[config.mk]
export PLATFORM = sky130hd
export DESIGN_NAME = frame_block_manager
export DESIGN_NICKNAME = d
export VERILOG_FILES = /design/src/rtl/frame_block_manager.sv
export SDC_FILE = /design/constraint.sdc
export NUM_CORES = 1
export LEC_CHECK = 0
export ABC_AREA = 1
export ABC_CLOCK_PERIOD_IN_PS = 13100
export BUFFER_PORTS_ARGS = -buffer_cell sky130_fd_sc_hd__buf_4
export CORE_MARGIN = 2
export CORE_UTILIZATION = 65
export DETAILED_ROUTE_END_ITERATION = 10
export PLACE_DENSITY = 0.91
export SETUP_SLACK_MARGIN = 0.2
export SLEW_MARGIN = 20
export SYNTH_ARGS = -nofsm -noshare
export SYNTH_HDL_FRONTEND = slang
export SYNTH_SLANG_ARGS = --single-unit
[constraint.sdc]
create_clock -name clk -period 13.1 [get_ports clk]
set_input_delay 0.655 -clock clk [delete_from_list [all_inputs] [get_ports clk]]
set_output_delay 0.655 -clock clk [all_outputs]
set_load 0.1 [all_outputs]
[src/rtl/frame_block_manager.sv]
// rtl/frame_block_manager.sv - N-block frame allocator with screenshot hold and drop accounting
// Optional debug port block_state enabled by FRAME_BLOCK_MANAGER_STATUS_EN.
module frame_block_manager #(
    parameter int BLOCK_NUM = 4,
    parameter int BLOCK_W   = (BLOCK_NUM > 2) ? $clog2(BLOCK_NUM) : 1,
    parameter int DROP_W    = 16
) (
    input  logic                 clk,
    input  logic                 rest,
    input  logic                 wr_frame_start,
    input  logic                 wr_frame_end,
    output logic [BLOCK_W-1:0]   wr_block,
    output logic                 wr_block_valid,
    input  logic                 rd_frame_start,
    output logic [BLOCK_W-1:0]   rd_block,
    output logic                 rd_block_valid,
    input  logic                 shot_req,
    input  logic                 shot_release,
    output logic [BLOCK_W-1:0]   shot_block,
    output logic                 shot_valid,
    output logic                 shot_pending,
`ifdef FRAME_BLOCK_MANAGER_STATUS_EN
    output logic [3*BLOCK_NUM-1:0] block_state,
`endif
    output logic [DROP_W-1:0]    drop_cnt
);

    typedef enum logic [2:0] {
        ST_FREE    = 3'd0,
        ST_WRITING = 3'd1,
        ST_READY   = 3'd2,
        ST_READING = 3'd3,
        ST_SHOT    = 3'd4
    } blk_state_t;

    blk_state_t st   [BLOCK_NUM];
    blk_state_t st_n [BLOCK_NUM];

    logic [BLOCK_W-1:0] wr_block_n, rd_block_n, shot_block_n;
    logic               wr_block_valid_n, rd_block_valid_n, shot_valid_n, shot_pending_n;
    logic [DROP_W-1:0]  drop_cnt_n;

    logic               w_found, r_found, a_found;
    logic [BLOCK_W-1:0] w_idx, r_idx, a_idx;

    function automatic logic [DROP_W-1:0] sat_inc(input logic [DROP_W-1:0] v);
        return (&v) ? v : v + DROP_W'(1);
    endfunction

    // Events are folded in order over st_n so each step sees the previous one's result.
    always_comb begin
        for (int i = 0; i < BLOCK_NUM; i++) st_n[i] = st[i];
        wr_block_n       = wr_block;
        wr_block_valid_n = wr_block_valid;
        rd_block_n       = rd_block;
        rd_block_valid_n = rd_block_valid;
        shot_block_n     = shot_block;
        shot_valid_n     = shot_valid;
        shot_pending_n   = shot_pending;
        drop_cnt_n       = drop_cnt;
        w_found = 1'b0; w_idx = '0;
        r_found = 1'b0; r_idx = '0;
        a_found = 1'b0; a_idx = '0;

        if (wr_frame_end) begin
            for (int i = 0; i < BLOCK_NUM; i++)
                if (st_n[i] == ST_WRITING) begin w_found = 1'b1; w_idx = BLOCK_W'(i); end
            if (w_found) begin
                if (shot_pending_n) begin
                    st_n[w_idx]    = ST_SHOT;
                    shot_block_n   = w_idx;
                    shot_valid_n   = 1'b1;
                    shot_pending_n = 1'b0;
                end else begin
                    for (int i = 0; i < BLOCK_NUM; i++)
                        if (st_n[i] == ST_READY) begin
                            st_n[i]    = ST_FREE;
                            drop_cnt_n = sat_inc(drop_cnt_n);
                        end
                    st_n[w_idx] = ST_READY;
                end
                wr_block_valid_n = 1'b0;
            end
        end

        if (rd_frame_start) begin
            for (int i = 0; i < BLOCK_NUM; i++)
                if (st_n[i] == ST_READY) begin r_found = 1'b1; r_idx = BLOCK_W'(i); end
            if (r_found) begin
                for (int i = 0; i < BLOCK_NUM; i++)
                    if (st_n[i] == ST_READING) st_n[i] = ST_FREE;
                st_n[r_idx]      = ST_READING;
                rd_block_n       = r_idx;
                rd_block_valid_n = 1'b1;
            end
        end

        if (wr_frame_start) begin
            for (int i = 0; i < BLOCK_NUM; i++)
                if (st_n[i] == ST_WRITING) begin
                    st_n[i]    = ST_FREE;
                    drop_cnt_n = sat_inc(drop_cnt_n);
                end
            // Descending scan so the lowest FREE index wins.
            for (int i = BLOCK_NUM - 1; i >= 0; i--)
                if (st_n[i] == ST_FREE) begin a_found = 1'b1; a_idx = BLOCK_W'(i); end
            if (!a_found) begin
                for (int i = 0; i < BLOCK_NUM; i++)
                    if (st_n[i] == ST_READY) begin a_found = 1'b1; a_idx = BLOCK_W'(i); end
                if (a_found) drop_cnt_n = sat_inc(drop_cnt_n);
            end
            if (a_found) begin
                st_n[a_idx]      = ST_WRITING;
                wr_block_n       = a_idx;
                wr_block_valid_n = 1'b1;
            end else begin
                wr_block_valid_n = 1'b0;
            end
        end

        if (shot_release) begin
            for (int i = 0; i < BLOCK_NUM; i++)
                if (st_n[i] == ST_SHOT) begin
                    st_n[i]      = ST_FREE;
                    shot_valid_n = 1'b0;
                end
        end

        if (shot_req && !shot_valid_n && !shot_pending_n)
            shot_pending_n = 1'b1;
    end

    always_ff @(posedge clk or posedge rest) begin
        if (rest) begin
            for (int i = 0; i < BLOCK_NUM; i++) st[i] <= ST_FREE;
            wr_block       <= '0;
            wr_block_valid <= 1'b0;
            rd_block       <= '0;
            rd_block_valid <= 1'b0;
            shot_block     <= '0;
            shot_valid     <= 1'b0;
            shot_pending   <= 1'b0;
            drop_cnt       <= '0;
        end else begin
            for (int i = 0; i < BLOCK_NUM; i++) st[i] <= st_n[i];
            wr_block       <= wr_block_n;
            wr_block_valid <= wr_block_valid_n;
            rd_block       <= rd_block_n;
            rd_block_valid <= rd_block_valid_n;
            shot_block     <= shot_block_n;
            shot_valid     <= shot_valid_n;
            shot_pending   <= shot_pending_n;
            drop_cnt       <= drop_cnt_n;
        end
    end

`ifdef FRAME_BLOCK_MANAGER_STATUS_EN
    for (genvar g = 0; g < BLOCK_NUM; g++) begin : g_status
        assign block_state[3*g +: 3] = st[g];
    end
`endif

endmodule

======== Word level (Yosys, flattened, before mapping) ========
Cells that the tools add are included.
W data, S select, Z words.
operators by class
  mux-type cells .......................... 146
  $add $sub $neg .......................... 9
  equal/unequal tests ..................... 28
  reductions and logical operators ........ 26
  $lt $le $gt $ge ......................... 6
  bitwise logic cells ..................... 15
operators by type and width
  cell                     count
  $mux W16                 36
  $add A16 B1 Y16 const B  9
  $reduce_and A16 Y1       9
  $mux W3                  43
  $mux W12                 8
  $eq A3 B2 Y1 const B     16
  $mux W1                  40
  $mux W2                  16
  $and A8 B8 Y8            3
  $eq A3 B1 Y1 const B     8
  $not A8 Y8               3
  $demux W3 S2             3
  $eq A3 B3 Y1 const B     4
  $logic_not A3 Y1         4
  $or A4 B4 Y4             3
  $ge A3 B3 Y1 const B     3
  $lt A3 B1 Y1 const B     3
  $not A2 Y3               3
  $or A8 B8 Y8             1
  $reduce_and A2 Y1        3
  $logic_and A1 B1 Y1      5
  $and A4 B4 Y4            1
  $not A4 Y4               1
  $reduce_bool A2 Y1       2
  2 further kinds          3
word-level totals
  input port bits ......................... 7
  output and inout port bits .............. 26
  register bits ........................... 38

======== Logic depth before layout (Yosys ltp) ========
  depth in word-level cells ............... 62
  gate-level depth with buffers ........... 82
  mapped depth without buffers ............ 82

======== Least setup slack after synthesis ========
OpenSTA, ideal clock, no wires.
  path kind ............................... register -> register
  from .................................... register drop_cnt[0]
  to ...................................... register drop_cnt[2]
  period minus slack after synthesis ...... 10,703 ps
  cell stages (with the launch flop) ...... 76
  arrival time ............................ 10,571 ps
  path buffers ............................ 2
  data required time ...................... 12,968 ps
  slack ................................... 2,397 ps
  cell sequence ........................... dfrtp_1 -> ha_1 -> nand3_4 -> nor2_4 -> nand2_2 -> buf_6 -> nand2_4 -> xor2_4 -> ha_1 -> nand2_2 -> nor2_4 -> nand3_4 -> nand2_1 -> nand2_1 -> nand2_1 -> ha_1 -> nand3_2 -> nor2_4 -> [... 40 more ...] -> ha_1 -> nand3_2 -> nor2_4 -> nand3_2 -> nand2_2 -> inv_2 -> o21ai_1 -> inv_1 -> ha_1 -> nand3_1 -> nor2_1 -> nand2_1 -> nor2_4 -> nand3_4 -> nand2_4 -> or2_1 -> nand3_1 -> o21ai_1
between the ends
  word-level cells in the longest chain between the ends .. 45
  elaborated cells on any way between the ends .. 54
  those cells by class .................... add/sub (9); mux (36); reduce/logical (9)
RTL lines
  what                                                   line  RTL
  start: declaration                                     25    output logic [DROP_W-1:0] drop_cnt
  start signal: assignment                               153   drop_cnt <= drop_cnt_n;
  $add A16 B1 Y16 or $reduce_and A16 Y1 (tied branches)  47    return (&v) ? v : v + DROP_W'(1);
  $mux W16                                               47
  $mux W16                                               76    if (st_n[i] == ST_READY) begin
  $mux W16                                               69    if (shot_pending_n) begin
  $mux W16                                               68    if (w_found) begin
  $mux W16                                               65    if (wr_frame_end) begin
  $add A16 B1 Y16 or $reduce_and A16 Y1 (tied branches)  47
  $mux W16                                               47
  [... 30 more ...]                                      n/a
  $mux W16                                               100   if (st_n[i] == ST_WRITING) begin
  $mux W16                                               98    if (wr_frame_start) begin
  $add A16 B1 Y16 or $reduce_and A16 Y1 (tied branches)  47
  $mux W16                                               47
  $mux W16                                               110   if (a_found) drop_cnt_n = sat_inc(drop_cnt_n);
  $mux W16                                               107   if (!a_found) begin
  $mux W16 (*)                                           98
  via drop_cnt_n[2]                                      41    logic [DROP_W-1:0] drop_cnt_n;
The timed path passes the listed nets; every way through them passes the cells marked *. The select of a mux whose other input is x is not followed.
A chain may end at the register's enable or synchronous reset.

======== Final worst setup path ========
  from .................................... register drop_cnt[0]
  to ...................................... register drop_cnt[7]
Same word-level chain as after synthesis.

==> metrics.md <==
| Metric | Value |
|---|---|
| Status | finished, final reports clean |
| Post-CTS resize count | 0 |
| GR Util met3 | 3.668% |
| Synth area leaders | nand2_1, nand3_1, dfrtp_1 |
| Post-Synth Simple-Gate Area | 67.80% |
| Mux cell area share after synthesis | 0.1320% |
| Chip Height | 118.5 um |
| Initial DRC Count | 1,044 |
| Multi-input logic area | 0.006634 mm^2 |
| Post-Route WL | 25,710 um |
| Gpl congestion | 1.012 |
| I/O Buffers | 32 |
| Compound-cell area share of the yosys netlist | 5.194% |
| Hold depth | 2 |
| Initial Util | 67.03% |
| Die W | 118.5 um |
| H-tree depth | 2 |
| Crit end category | flip-flop |
| Setup repair after global routing missed its margin | no |
| Post-layout nets | 1,609 |
| Syn nets | 1,585 |
| All-Layer GR Usage | 35.58% |
| Met2 global-route usage | 59.99% |
| Clock sinks | 38 |
| Die area | 0.01405 mm^2 |
| Tcrit/Tclk final | 88.77% |
| Reg-to-Reg End | drop_cnt[7] |
| Setup CP Type | reg -> reg |
| Clk_lat worst skew | 280 ps |
| Cell taking the most area after synthesis | nand2_1 |
| Layout cells sized above 1 | 15.81% |
| CP required | 13,250 ps |
| TritonCTS clock tree | done |
| Final number of setup-violating endpoints | 0 |
| Number of diodes | 0 |
| Crit path DAT | 11,780 ps |
| Worst Hold Path EP | shot_block[0] |
| Synthesized area per cell | 5.435 um^2 |
| Top_reg_cell synth | dfrtp_1 |
| Num ports | 33 |
| Storage cell area | 950.9 um^2 |
| Core footprint | 0.01272 mm^2 |
| Synthesized flop and latch total | 38 |
| Grt met1 use | 45.62% |
| Worst Hold Class | reg -> reg |
| Hpwl dp | 20,640 um |
| Worst Path Buf+Inv | 7 |
| Slew Limit Headroom | 33.20% |
| Largest net degree at the start of global routing | 39 |
| Clock transition at the registers of the reported paths | 60 ps |
| CP startpoint | drop_cnt[0] |
| Sequential area share after synthesis | 11.15% |
| Fillers | 1,171 |
| Worst slew pin tran | 996.6 ps |
| Critical Path Source Type | flip-flop |
| CTS root buffer | clkbuf_16 |
| Crit-path max FO | 19 |
| Largest family of logic cells by synthesized area | simple AND/OR/NAND/NOR gates |
| Busiest grt layer | met2 |
| Vias in the first global route | 8,997 |
| Final ANT Viol Nets | 0 |
| Vias after detailed routing | 10,175 |
| Adder-cell share of the synthesized area | 1.320% |
| EDFF count, synth | 0 |
| Cell variety after synth | 49 |
| Initial antenna violation count | 0 |
| Synth Warn # | 0 |
| Ys async rst share | 100.0% |
| Post-CTS Setup Inserts | 0 |
| RR Startpoint | drop_cnt[0] |
| # Max-Cap Violations | 0 |
| Hold Fails Final Rpt | 0 |
| Synthesized area | 0.008528 mm^2 |
| Max clock buf depth | 2 |
| Path depth of the worst reg2reg path | 74 |
| Hold buffer count at cts | 0 |
| Residual DRC | 0 |
| TritonCTS buffer count | 5 |
| Hold Startpoint | shot_block[0] |
| Row count | 41 |
| Worst Clk Skew | 9.146 ps |
| Worst path top cell family by delay | simple AND/OR/NAND/NOR gates |
| Avg Vias per Cell | 5.762 |
| Tmin final | 11,630 ps |
| Synth top area share | 24.30% |
| Avg WL per Cell | 14.56 um |
| Final slew viol count | 0 |
| Slowest Stage Delay on Critical Path | 490 ps |
| Worst path slowest cell | dfrtp_1 |
| Gate Count Post-Synth | 1,569 |
| Fmax | 85.99 MHz |
| Reg2Reg Setup Slack | 1470 ps |
| First drt pass iteration count | 8 |
| Post-Synth XOR/XNOR Area | 3.286% |
| First-pass GRT wire length | 42,050 um |
| Global route overflow | 0 |
| Area Growth Syn to Fin | 6.940% |
| Setup TNS | 0 ps |
-- per-layer routing --
metal  vias up  wire [um]
met4         0       1105
li1       5065          -
met5         -          0
met2       482      11970
met3        91       1933
met1      4537      10690
-- how the worst max path moves through the flow --
stage | end | cells past startpoint | slack (ps)
floorplan | drop_cnt[2] | 75 | 2400
global placement | drop_cnt[4] | 73 | 2070
detailed placement | drop_cnt[4] | 73 | 1670
CTS | drop_cnt[5] | 70 | 1600
global route | drop_cnt[1] | 74 | 450
finish | drop_cnt[7] | 74 | 1470
-- layout make-up --
class	instances	area share [%]
Tap cell	172	2.360
Clock buffer	6	1.523
Sequential cell	38	10.43
Timing Repair Buffer	39	3.210
Inverter	220	9.082
Clock inverter	2	0.6585
Multi-Input combinational cell	1289	72.74
-- synthesized netlist by cell type, types with 9 or more instances --
cell	instances
nand2_1	552
nand3_1	213
inv_1	190
nor2_1	141
nand2_2	59
nand4_1	55
dfrtp_1	38
o21ai_0	34
nor2_2	33
nor2_4	28
inv_2	25
nand3_2	24
xor2_1	21
o21ai_1	20
nor3_1	19
a21oi_1	15
nand3_4	13
clkbuf_1	10
nand3b_1	10
ha_1	9
-- metrics by stage --
step / utilization (%) / instances / area, um^2 / setup slack [ps] / hold WS [ps]
after detailed placement: 70.12 / 1758 / 8921 / 1668 / 462.6
after CTS: 71.69 / 1766 / 9120 / 1602 / 479.7
after floorplan: - / 1569 / 8528 / 2397 / 561.2
final: 71.69 / 1766 / 9120 / 1471 / 473.8
after global routing: 71.69 / 1766 / 9120 / 453.8 / 499.1
after global placement: 70.12 / 1758 / 8921 / 2066 / 455.9
-- cells by family (layout without fill, tap and decap cells) --
logic type,after synthesis,after routing
AND/OR/NAND/NOR,1168,1168
AO/OA/AOI/OAI,82,82
XOR/XNOR,29,29
flip-flops,38,38
adder cells (fa/ha/maj),9,9
buffers and inverters,242,267
multiplexers,1,1
-- flip-flops by register name, summed over array words and instances (netlist names) --
name	count
shot_pending	1
shot_block	2
shot_valid	1
rd_block_valid	1
drop_cnt	16
wr_block	2
rd_block	2
st	12
wr_block_valid	1
-- cell usage in the layout (no fill, tap or decap), types with 25 or more instances in the layout --
master,synthesis,routed
o21ai_0,34,34
nor2_1,141,141
nor2_4,28,28
dfrtp_1,38,38
inv_2,25,25
nand2_1,552,552
nand2_2,59,59
inv_1,190,190
nor2_2,33,33
nand3_1,213,213
nand4_1,55,55
buf_4,0,39
-- tightest hold or removal path, stage by stage, from the launching register on --
cell     delay [ps]
dfrtp_1         340
nand2_1          50
nand2_1          50
Power is not shown: default switching activity piles up to over one toggle a cycle in this logic, so the estimate is an artifact.
